File: config.mk
export PLATFORM = sky130hd
export DESIGN_NAME = pipe_hazard_ctrl
export DESIGN_NICKNAME = d
export VERILOG_FILES = /design/src/rtl/pipe_hazard_ctrl.sv
export SDC_FILE = /design/constraint.sdc
export NUM_CORES = 1
export LEC_CHECK = 0
export ABC_CLOCK_PERIOD_IN_PS = 2500
export BUFFER_PORTS_ARGS = -buffer_cell sky130_fd_sc_hd__buf_4
export CORE_MARGIN = 1
export CORE_UTILIZATION = 43
export CTS_CLUSTER_DIAMETER = 200
export DETAILED_ROUTE_END_ITERATION = 8
export GPL_TIMING_DRIVEN = 1
export PLACE_DENSITY = 0.79
export SYNTH_ARGS = -nofsm -noshare
export SYNTH_HDL_FRONTEND = slang
export SYNTH_SLANG_ARGS = --single-unit
File: constraint.sdc
create_clock -name clk -period 2.5 [get_ports clk]
set_clock_uncertainty 0.15 [all_clocks]
set_input_delay 0.25 -clock clk [delete_from_list [all_inputs] [get_ports clk]]
set_output_delay 0.25 -clock clk [all_outputs]
set_load 0.01 [all_outputs]
File: src/rtl/pipe_hazard_ctrl.sv
// rtl/pipe_hazard_ctrl.sv - hazard, forwarding, branch-flush and data-memory wait sequencer
module pipe_hazard_ctrl #(
    parameter int MEM_LAT = 2,
    parameter int CNT_W   = 16
) (
    input  logic             clk,
    input  logic             rst_n,
    input  logic [4:0]       rsD,
    input  logic [4:0]       rtD,
    input  logic [4:0]       rsE,
    input  logic [4:0]       rtE,
    input  logic [4:0]       rtdE,
    input  logic [4:0]       rtdM,
    input  logic [4:0]       rtdW,
    input  logic             rfweE,
    input  logic             rfweM,
    input  logic             rfweW,
    input  logic             mtorfselE,
    input  logic             mtorfselM,
    input  logic             dmweM,
    input  logic             branchM,
    input  logic             zeroM,
    output logic             stallF,
    output logic             stallD,
    output logic             stallE,
    output logic             stallM,
    output logic             flushD,
    output logic             flushE,
    output logic             flushM,
    output logic             flushW,
    output logic             pcsrcM,
    output logic [1:0]       fwdAE,
    output logic [1:0]       fwdBE,
    output logic             mem_busy,
    output logic [CNT_W-1:0] stall_cnt
);
    localparam int WCNT_W = (MEM_LAT > 2) ? $clog2(MEM_LAT - 1) : 1;
    localparam logic [WCNT_W-1:0] WCNT_INIT = WCNT_W'((MEM_LAT > 1) ? MEM_LAT - 2 : 0);

    typedef enum logic {IDLE, WAIT} state_t;

    state_t            state, stateNext;
    logic [WCNT_W-1:0] wcnt, wcntNext;
    logic              memacc, memstall, lwstall;

    function automatic logic [1:0] fwdSel(input logic [4:0] src);
        if (rfweM && rtdM != 5'd0 && rtdM == src)
            return 2'b10;
        else if (rfweW && rtdW != 5'd0 && rtdW == src)
            return 2'b01;
        else
            return 2'b00;
    endfunction

    assign fwdAE    = fwdSel(rsE);
    assign fwdBE    = fwdSel(rtE);
    assign pcsrcM   = branchM & zeroM;
    assign memacc   = mtorfselM | dmweM;
    assign lwstall  = mtorfselE && rfweE && rtdE != 5'd0 && (rtdE == rsD || rtdE == rtD);
    assign mem_busy = (state == WAIT);

    always_ff @(posedge clk or negedge rst_n) begin
        if (!rst_n) begin
            state <= IDLE;
            wcnt  <= '0;
        end else begin
            state <= stateNext;
            wcnt  <= wcntNext;
        end
    end

    // wcnt counts the remaining stalled cycles after the first; zero in WAIT marks completion.
    always_comb begin
        stateNext = state;
        wcntNext  = wcnt;
        memstall  = 1'b0;
        case (state)
            IDLE: begin
                if (memacc && MEM_LAT > 1) begin
                    memstall  = 1'b1;
                    stateNext = WAIT;
                    wcntNext  = WCNT_INIT;
                end
            end
            WAIT: begin
                if (wcnt != '0) begin
                    memstall = 1'b1;
                    wcntNext = wcnt - WCNT_W'(1);
                end else begin
                    stateNext = IDLE;
                end
            end
            default: stateNext = IDLE;
        endcase
    end

    // A memory wait freezes everything and wins over load-use and branch handling.
    always_comb begin
        stallF = 1'b0;
        stallD = 1'b0;
        stallE = 1'b0;
        stallM = 1'b0;
        flushD = 1'b0;
        flushE = 1'b0;
        flushM = 1'b0;
        flushW = 1'b0;
        if (memstall) begin
            stallF = 1'b1;
            stallD = 1'b1;
            stallE = 1'b1;
            stallM = 1'b1;
            flushW = 1'b1;
        end else begin
            stallF = lwstall & ~pcsrcM;
            stallD = lwstall & ~pcsrcM;
            flushE = lwstall | pcsrcM;
            flushD = pcsrcM;
            flushM = pcsrcM;
        end
    end

    always_ff @(posedge clk or negedge rst_n) begin
        if (!rst_n)
            stall_cnt <= '0;
        else if (stallF && stall_cnt != '1)
            stall_cnt <= stall_cnt + CNT_W'(1);
    end
endmodule
==> impl_metrics.env <==
export IMPL_status="complete, no violations"
export IMPL_slowest_stage="dfrtp_1"
export IMPL_io_buffers=74
export IMPL_worstMarginPinSlew_ns=0.4429
export IMPL_grt_max_degree=18
export IMPL_diodes=0
export IMPL_ant_nets=0
export IMPL_core_area_sq_um=2781
export IMPL_fin_ws_ns=0.2501
export IMPL_initial_core_util_pct=45.66
export IMPL_rsz0062_at_grt="false"
export IMPL_ctsResizeCount=0
export IMPL_drt_total_wl_microns=3280
export IMPL_drv_cap=0
export IMPL_period_share_pct=90.00
export IMPL_finalSetupTns_ns=0
export IMPL_ff2ff_setup_slack_ns=0.25
export IMPL_drive_gt1_share_pct=39.44
export IMPL_clkTransAtPathRegs_ns=0.09
export IMPL_dp_hpwl_microns=2783
export IMPL_fp_dieH_microns=56.35
export IMPL_slew_viol_final=0
export IMPL_synth_top_area_cell="dfrtp_1"
export IMPL_synth_cell_types=32
export IMPL_nFillCells=231
export IMPL_clk_latency_ns=0.27
export IMPL_fmax_mhz=444.5
export IMPL_synth_edff_count=0
export IMPL_clock_sinks=17
export IMPL_antenna_found_initial=0
export IMPL_hold_class="input port to asynchronous set/reset pin"
export IMPL_worstPathRequired_ns=2.51
export IMPL_top_usage_layer="met2"
export IMPL_syn_avg_cell_area_sq_um=9.338
export IMPL_use_met1_pct=25.48
export IMPL_period_minus_slack_ns=2.250
export IMPL_max_stage_delay_ns=0.42
export IMPL_setup_viol_count_final=0
export IMPL_crit_path_start_kind="flop"
export IMPL_crit_chain="ha_1 -> nand4_1 -> nor4_2 -> buf_4 -> a21boi_1 -> a21oi_4 -> buf_12 -> mux2_1"
export IMPL_ys_top_cells_by_count="25 x xor2_1, 18 x xnor2_1, 17 x dfrtp_1"
export IMPL_crit_path_start="stall_cnt[0]"
export IMPL_syn2layout_area_growth_pct=49.16
export IMPL_reg2regPathDepth=8
export IMPL_hold_viol=0
export IMPL_grt_pass1_vias=1302
export IMPL_clock_root_buffer="clkbuf_4"
export IMPL_ir_drop_mv=0.6235
export IMPL_dieArea_sq_um=3175
export IMPL_ys_seq_area_share_pct=33.50
export IMPL_place_congestion=0.8710
export IMPL_syn_area_sq_um=1270
export IMPL_dp_slack_ns=0.1555
export IMPL_cellLeakagePower_nw=0.8774
export IMPL_clk_path_buf_depth=2
export IMPL_cts_tree="built"
export IMPL_syn_nets=182
export IMPL_wl_per_cell_microns=13.44
export IMPL_track_usage_pct=21.73
export IMPL_yosysTopAreaCellShare_pct=33.50
export IMPL_met3_usage_pct=2.304
export IMPL_synthCells=136
export IMPL_yosysMostFrequentCell="xor2_1"
export IMPL_cts_made_buffers=3
export IMPL_timing_rr_start="stall_cnt[0]"
export IMPL_synthTopCellsByArea="dfrtp_1 33%, xor2_1 17%, xnor2_1 12%"
export IMPL_dr_first_iter_drc_count=14
export IMPL_met2_usage_pct=43.03
export IMPL_grt_pass1_wl_microns=5630
export IMPL_cp_top_family="simple AND/OR/NAND/NOR gates"
export IMPL_fp_dieW_microns=56.35
export IMPL_fin_hold_ws_ns=0.2187
export IMPL_synth_seq_cells=17
export IMPL_timing_critical_path_buf_inv=2
export IMPL_p_per_area_nw_per_um2=671.2
export IMPL_worst_r2r_endpoint="stall_cnt[1]"
export IMPL_dr_pass1_iters=3
export IMPL_overflow=0
export IMPL_async_flop_share_pct=100.0
export IMPL_cts_htree_levels=1
export IMPL_layout_nets=260
export IMPL_cp_arrival_ns=2.26
export IMPL_synth_ff_type="dfrtp_1"
export IMPL_via_per_inst=5.066
export IMPL_end_kind="flop"
export IMPL_ios=75
export IMPL_crit_type="flop to flop"
export IMPL_max_slew_margin_pct=70.47
export IMPL_crit_path_max_fanout=14
export IMPL_row_count=19
export IMPL_dr_total_vias=1236
export IMPL_drc_errors=0
export IMPL_yosysWarnings=0
sequential cells by signal (all words and copies together) (netlist names):
signal,cells
mem_busy,1
stall_cnt,16
report_power, final:
group | switching, W | leakage [nW] | internal (W)
clock | 0.0000759 | 0.0150 | 0.0000617
combinational | 0.000282 | 0.668 | 0.000329
sequential | 0.000140 | 0.194 | 0.000382
total | 0.000498 | 0.877 | 0.000773
how the worst max path moves through the flow:
stage	depth (start not counted)	to	slack (ns)
after floorplan	7	stall_cnt[1]	0.13
after global placement	6	stall_cnt[1]	0.21
after detailed placement	7	stall_cnt[1]	0.16
after CTS	7	stall_cnt[1]	0.14
after global routing	8	stall_cnt[1]	0.08
final	8	stall_cnt[1]	0.25
what timing repair did:
| item | CTS | global route |
|---|---|---|
| endpoints found under the setup margin | 0 | 1 |
| endpoints found under the hold margin | 17 | 0 |
| hold buffers | 1 | 0 |
| setup buffers | 0 | 1 |
stage by stage:
step | utilization [%] | power (W) | cells | area (sq um)
2_1_floorplan | - | 0.0008129 | 136 | 1270
3_3_place_gp | 66.08 | 0.001112 | 238 | 1838
3_5_place_dp | 66.08 | 0.001135 | 238 | 1838
4_1_cts | 67.39 | 0.001276 | 243 | 1874
5_1_grt | 68.11 | 0.001367 | 244 | 1894
6_report | 68.11 | 0.001271 | 244 | 1894
layer usage:
metal  vias up  part of all wire, %
met3         0                  2.8
met1       587                   40
met2        22                   57
met4         0                    0
li1        627                    -
met5         -                    0
cell families (layout without fill, tap and decap cells):
logic type                 Yosys count  in the layout  share of synthesized area [%]
and+or+nand+nor                     52             52                          21.77
DFF                                 17             17                          33.50
muxes                                1              1                         0.8866
AOI/OAI and AO/OA                   14             14                          9.066
xor gates and xnor gates            43             43                          29.66
adders and majority gates            1              1                         0.9851
buffers and inverters                8             85                          4.138
cell type report:
class / instances / area, sq um / share of cell area (%)
multi-input combinational: 111 / 792.0 / 41.81
inverter: 3 / 11.26 / 0.5945
tap: 31 / 38.79 / 2.048
timing repair buffer: 78 / 600.6 / 31.70
clock buffer: 4 / 26.28 / 1.387
sequential: 17 / 425.4 / 22.46
layout by cell type (no fill, tap or decap), types with 3 or more instances in the layout:
master,instances
buf_4,76
clkbuf_4,3
dfrtp_1,17
inv_1,3
nand2_1,11
nand3_1,8
nor2_1,10
nor3_1,5
nor4_1,5
or4_1,5
xnor2_1,18
xor2_1,25
Power figures use the tool's default switching activity.
